[src/rtl/adder4_accum.sv]
// Accumulates COUNT consecutive {c_out, sum} results from adder4 into a block total with a sticky overflow flag.
// Optional build macro: ADDER4_ACCUM_SATURATE_EN (saturate the accumulator on overflow instead of wrapping).
module adder4_accum #(
  parameter int WIDTH     = 4,
  parameter int ACC_WIDTH = 8,
  parameter int COUNT     = 4
) (
  input  logic                 clk,
  input  logic                 rst_n,
  input  logic                 in_valid,
  output logic                 in_ready,
  input  logic [WIDTH-1:0]     in_sum,
  input  logic                 in_cout,
  input  logic                 clear,
  output logic                 out_valid,
  input  logic                 out_ready,
  output logic [ACC_WIDTH-1:0] out_acc,
  output logic                 out_ovf
);

  localparam int CNT_W = $clog2(COUNT + 1);

  typedef enum logic [1:0] {IDLE, ACCUM, DONE} state_t;

  state_t               state_q, state_d;
  logic [ACC_WIDTH-1:0] acc_q, acc_d;
  logic [CNT_W-1:0]     cnt_q, cnt_d;
  logic                 ovf_q, ovf_d;

  logic                 accept;
  logic [ACC_WIDTH-1:0] op_ext;
  logic [ACC_WIDTH:0]   sum_full;
  logic [ACC_WIDTH-1:0] acc_next;
  logic [CNT_W-1:0]     cnt_inc;
  logic                 last_op;

  assign accept   = in_valid && in_ready;
  assign op_ext   = ACC_WIDTH'({in_cout, in_sum});
  assign sum_full = {1'b0, acc_q} + {1'b0, op_ext};
  assign cnt_inc  = cnt_q + CNT_W'(1);
  // cnt is 0 in IDLE, so the same test also covers COUNT==1 on the first operand
  assign last_op  = (cnt_inc == CNT_W'(COUNT));

`ifdef ADDER4_ACCUM_SATURATE_EN
  assign acc_next = (sum_full[ACC_WIDTH] || ovf_q) ? {ACC_WIDTH{1'b1}} : sum_full[ACC_WIDTH-1:0];
`else
  assign acc_next = sum_full[ACC_WIDTH-1:0];
`endif

  always_ff @(posedge clk or negedge rst_n) begin
    if (!rst_n) begin
      state_q <= IDLE;
      acc_q   <= '0;
      cnt_q   <= '0;
      ovf_q   <= 1'b0;
    end else begin
      state_q <= state_d;
      acc_q   <= acc_d;
      cnt_q   <= cnt_d;
      ovf_q   <= ovf_d;
    end
  end

  // clear wins over everything, including a same-cycle accept or output handshake
  always_comb begin
    state_d = state_q;
    acc_d   = acc_q;
    cnt_d   = cnt_q;
    ovf_d   = ovf_q;
    if (clear) begin
      state_d = IDLE;
      acc_d   = '0;
      cnt_d   = '0;
      ovf_d   = 1'b0;
    end else begin
      case (state_q)
        IDLE: begin
          if (accept) begin
            acc_d   = op_ext;
            cnt_d   = cnt_inc;
            ovf_d   = 1'b0;
            state_d = last_op ? DONE : ACCUM;
          end
        end
        ACCUM: begin
          if (accept) begin
            acc_d   = acc_next;
            cnt_d   = cnt_inc;
            ovf_d   = ovf_q | sum_full[ACC_WIDTH];
            state_d = last_op ? DONE : ACCUM;
          end
        end
        DONE: begin
          if (out_ready) begin
            state_d = IDLE;
            acc_d   = '0;
            cnt_d   = '0;
            ovf_d   = 1'b0;
          end
        end
        default: begin
          state_d = IDLE;
          acc_d   = '0;
          cnt_d   = '0;
          ovf_d   = 1'b0;
        end
      endcase
    end
  end

  always_comb begin
    in_ready  = (state_q != DONE);
    out_valid = (state_q == DONE);
  end

  assign out_acc = acc_q;
  assign out_ovf = ovf_q;

endmodule

[config.mk]
export PLATFORM = sky130hd
export DESIGN_NAME = adder4_accum
export DESIGN_NICKNAME = d
export VERILOG_FILES = /design/src/rtl/adder4_accum.sv
export SDC_FILE = /design/constraint.sdc
export NUM_CORES = 1
export LEC_CHECK = 0
export BUFFER_PORTS_ARGS = -buffer_cell sky130_fd_sc_hd__clkbuf_2
export CORE_MARGIN = 8
export CORE_UTILIZATION = 59
export CTS_BUF_LIST = sky130_fd_sc_hd__clkbuf_8
export CTS_CLUSTER_DIAMETER = 30
export CTS_CLUSTER_SIZE = 24
export DETAILED_ROUTE_END_ITERATION = 16
export PLACE_DENSITY = 0.87
export REMOVE_ABC_BUFFERS = 1
export SKIP_LAST_GASP = 1
export SLEW_MARGIN = 20
export SYNTH_ARGS = -nofsm -noshare
export SYNTH_HDL_FRONTEND = slang
export SYNTH_SLANG_ARGS = --single-unit
[constraint.sdc]
create_clock -name clk -period 3.1 [get_ports clk]
set_clock_uncertainty 0.05 [all_clocks]
set_input_delay 0.465 -clock clk [delete_from_list [all_inputs] [get_ports clk]]
set_output_delay 0.465 -clock clk [all_outputs]
set_load 0.02 [all_outputs]
# [Word level (Yosys, flattened, before mapping)]
# Index checks and enable logic that the tools add are counted.
[totals] reg_bits=14
[classes] add_sub_neg=2 n_eq_ne=8 muxes=19 n_bitwise=1 n_reduce_logical=5
[op_table] operator="$mux 8" count=4
[op_table] operator="$pmux 8 s3" count=1
[op_table] operator="$add 8x5->9" count=1
[op_table] operator="$mux 3" count=3
[op_table] operator="$mux 2" count=4
[op_table] operator="$ne 3x3->1 const B" count=2
[op_table] operator="$pmux 3 s2" count=1
[op_table] operator="$mux 1" count=4
[op_table] operator="$pmux 2 s2" count=1
[op_table] operator="$add 3x1->3 const B" count=1
[op_table] operator="$eq 3x3->1 const B" count=1
[op_table] operator="$ne 3x1->1 const B" count=1
[op_table] operator="$ne 3x2->1 const B" count=1
[op_table] operator="$pmux 1 s3" count=1
[op_table] operator="$reduce_and 3->1" count=1
[op_table] operator="$eq 2x1->1 const B" count=1
[op_table] operator="$eq 2x2->1 const B" count=1
[op_table] operator="$logic_not 2->1" count=1
[op_table] operator="$ne 2x2->1 const B" count=1
[op_table] operator="$reduce_and 2->1" count=1
[op_table] operator="$reduce_or 2->1" count=1
[op_table] operator="$logic_and 1x1->1" count=1
[op_table] operator="$or 1x1->1" count=1

# [Logic depth before layout (Yosys ltp)]
[depth] word_depth=6 ltp_mapped=6

# [Worst setup path before layout]
# Ideal clock, no wire load.
[synth_timing] path_kind="flip-flop to flip-flop" from="register acc_q[0], in the netlist out_acc[0]" to="register ovf_q, in the netlist out_ovf" arrival_time_ns=1.647 setup_slack_ns=1.278 stages_incl_launch_ff=7 path_buffers=0 synth_period_minus_slack_ns=1.822 path_cell_list="dfrtp_1 ha_1 fa_1 a21oi_1 o211ai_1 a41oi_1 a21oi_1"
[synth_between] elab_chain_cells=5
[synth_rtl] item="start: declaration" line="26" source="logic [ACC_WIDTH-1:0] acc_q, acc_d;"
[synth_rtl] item="start signal: assignment" line="53" source="acc_q <= '0;"
[synth_rtl] item="start signal: assignment" line="58" source="acc_q <= acc_d;"
[synth_rtl] item="$add 8x5->9" line="39" source="assign sum_full = {1'b0, acc_q} + {1'b0, op_ext};"
[synth_rtl] item="$or 1x1->1" line="89" source="ovf_d = ovf_q | sum_full[ACC_WIDTH];"
[synth_rtl] item="$mux 1" line="86" source="if (accept) begin"
[synth_rtl] item="$pmux 1 s3" line="76" source="case (state_q)"
[synth_rtl] item="$mux 1" line="70" source="if (clear) begin"
[synth_rtl] item="end signal: assignment" line="60" source="ovf_q <= ovf_d;"
[synth_rtl] item="end: declaration" line="28" source="logic ovf_q, ovf_d;"
# No other way between the ends. The select of a mux whose other input is x is not followed.
# A chain may end at the register's enable or synchronous reset.

# [Final worst setup path]
[layout_timing] from="register acc_q[0], in the netlist out_acc[0]" to="register acc_q[6], in the netlist out_acc[6]"
[layout_between] elab_chain_cells=4
[layout_rtl] item="$add 8x5->9" line="39"
[layout_rtl] item="$mux 8" line="86"
[layout_rtl] item="$pmux 8 s3" line="76"
[layout_rtl] item="$mux 8" line="70"
# No other way between the ends. The select of a mux whose other input is x is not followed.

==> results.py <==
metrics = {
    "outcome": {
        "outcome": "finished clean",
    },
    "die": {
        "fp-row-count": 14,
        "io_pins": 21,
        "die_x_um": 55.5,
        "fp.dieArea_mm2": 0.00308,
        "coreArea_mm2": 0.00149,
        "initial_core_util_pct": 61.9,
        "die_y_um": 55.5,
    },
    "detailed_routing": {
        "routed_wl_um": 2190,
        "drtIter0Drc": 27,
        "via_per_inst": 6.18,
        "num_vias": 841,
        "drcViolationCount": 0,
        "ant_nets": 0,
        "dr.pass1.iters": 4,
        "wire_per_inst_um": 16.1,
    },
    "setup_path": {
        "path_cells": "ha_1, fa_1, a21oi_1, o211ai_1, o21ai_0, a22o_1",
        "crit_path_max_incr_delay_ns": 0.41,
        "cp.arrival_ns": 2.01,
        "reg2reg_slack_ns": 1.23,
        "end_kind": "register",
        "critPathMaxFanout": 3,
        "cp_top_family": "compound AO/OA/AOI/OAI gates",
        "crit_buf_inv": 0,
        "criticalPathCategory": "reg -> reg",
        "startpoint_type": "register",
        "cpMaxStageDelayCell": "fa_1",
        "worstPathRequired_ns": 3.24,
    },
    "layout": {
        "nets": 139,
        "area_growth_pct": 16.4,
        "drive_gt1_share_pct": 24.2,
        "num_antenna_cells": 0,
    },
    "timing": {
        "slew_violations": 0,
        "fin_crit_sh_pct": 60.4,
        "rsz0062_at_grt": "false",
        "slew-limit-headroom_pct": 55.6,
        "fmax_ghz": 0.534,
        "finalSetupViolCount": 0,
        "hold_viol_final": 0,
        "period_needed_ns": 1.87,
        "finalSetupTns_ns": 0,
        "tightest_slew_ns": 0.666,
    },
    "power_and_ir_drop": {
        "irDropWorstVdd_v": 0.000361,
        "p_comb_share_pct": 19.2,
        "power_leakage_nw": 0.542,
        "p_clk_share_pct": 38.1,
        "p_seq_share_pct": 42.7,
        "p_int_mw": 0.340,
        "powerDensity_mw_per_mm2": 441,
        "power_mw": 0.474,
        "power_switching_mw": 0.134,
        "netSwitchingFraction_pct": 28.2,
    },
    "synth": {
        "synth-seq-cells": 14,
        "yosysTopAreaCell": "dfrtp_1",
        "synthDistinctLibCells": 34,
        "synth_area_um2": 922,
        "synthMostInstantiatedCell": "dfrtp_1",
        "syn_area_per_cell_um2": 9.31,
        "yosysSeqAreaShare_pct": 38.0,
        "ys_warn_count": 0,
        "synth_edf_count": 0,
        "synth_top_area_share_pct": 38.0,
        "synth_top_cells_by_count": "dfrtp_1 (14), nand2_1 (12), nand3_1 (10)",
        "async_reset_ff_share_pct": 100,
        "synth_area_leaders": "dfrtp_1 (38%), ha_1 (9.5%), nand3_1 (5.4%), nand2_1 (4.9%), o21ai_0 (3.8%)",
        "synth_cells": 99,
        "synthFlopType": "dfrtp_1",
    },
    "global_routing": {
        "grt_pass1_wl_um": 3880,
        "overflow": 0,
        "grt_max_degree": 15,
        "antenna_found_initial": 0,
        "grt_use_total_pct": 14.9,
        "grt_pass1_vias": 851,
    },
    "place": {
        "io_buffer_count": 20,
        "gp_congestion": 0.872,
        "hpwl_um": 1640,
    },
    "clocking": {
        "clock_latency_ns": 0.25,
        "cts_buffers": 3,
        "ctsHoldBuffers": 0,
        "clockBufferDepth": 2,
        "root_buffer": "clkbuf_8",
        "cts_resized": 0,
        "cts.sinks": 14,
        "htree_levels": 1,
        "postCtsSetupRepairBufs": 0,
        "cts_tree": "yes",
        "path_clk_slew_ns": 0.06,
    },
    "job": {
        "max-cap-violations": 0,
    },
    "worst_hold_path": {
        "hp-class": "in -> async",
    },
}
## final cells by class
type	instances	area (um2)
clock buffers	4	55.1
fillers	123	415
inverters	5	18.8
multi-input cells	77	529
flip-flops and latches	14	350
well taps	16	20.0
repair buffers	20	100
## state kept, by name, summed over array words and instances (netlist names)
register  cells
out_acc       8
cnt_q         3
state_q       2
out_ovf       1
## metrics by stage
step	area, um2	utilization (%)	worst slack [ns]	std cells	hold slack, ns
6_report	1070	72.1	1.23	136	0.0592
3_5_place_dp	1020	68.4	1.09	132	0.340
4_1_cts	1070	72.1	1.24	136	0.0761
3_3_place_gp	1020	68.4	1.13	132	0.335
5_1_grt	1070	72.1	1.11	136	0.101
2_1_floorplan	898	-	1.28	96	0.119
## final timing paths
kind                                         from                      to  cells after the start
setup reg to reg           out_acc[0]$_DFFE_PN0P_  out_acc[6]$_DFFE_PN0P_                      6
max in group asynchronous                   rst_n    cnt_q[2]$_DFFE_PN0P_                      1
setup / recovery           out_acc[0]$_DFFE_PN0P_  out_acc[6]$_DFFE_PN0P_                      6
min in group clk                        in_sum[0]  out_acc[0]$_DFFE_PN0P_                      3
hold reg to reg              cnt_q[2]$_DFFE_PN0P_    cnt_q[2]$_DFFE_PN0P_                      1
hold / removal                              rst_n  state_q[1]$_DFFE_PN0P_                      1
## layout by cell type, fill, tap and decap left out, types with 2 or more instances in the layout
cell type	netlist	layout
ha_1	7	7
nand4_1	3	3
clkbuf_8	0	4
nand2_1	12	12
inv_1	5	5
nor2_1	8	8
nand3_1	10	10
o21bai_1	2	2
a22o_1	3	3
a21oi_1	4	4
o21ai_0	7	7
dfrtp_1	14	14
xnor2_1	2	2
clkbuf_2	0	20
## layer usage
metal / GRT usage [%] / vias up / routed length, um
li1: - / 406 / -
met1: 19.0 / 393 / 947
met2: 22.1 / 35 / 1000
met3: 5.02 / 7 / 198
met4: 6.69 / 0 / 45
met5: 0 / - / 0
## kinds of logic after synthesis
kind of cell / count (synthesis) / share of synthesized area, %
muxes: 1 / 1.22
DFF: 14 / 38.0
xor gates and xnor gates: 3 / 2.85
adders and majority gates: 8 / 11.7
and+or+nand+nor: 39 / 20.9
AOI/OAI and AO/OA: 26 / 20.8
buffers and inverters: 8 / 4.61
## power by group through the flow
stage / clock network, mW / registers [mW] / logic, mW
after floorplan: 0 / 0.211 / 0.0501
after global placement: 0 / 0.205 / 0.0858
after detailed placement: 0 / 0.205 / 0.0892
after CTS: 0.181 / 0.202 / 0.0910
after global routing: 0.187 / 0.204 / 0.101
final: 0.180 / 0.202 / 0.0912
Note: power is estimated with default switching activity, not from simulation.
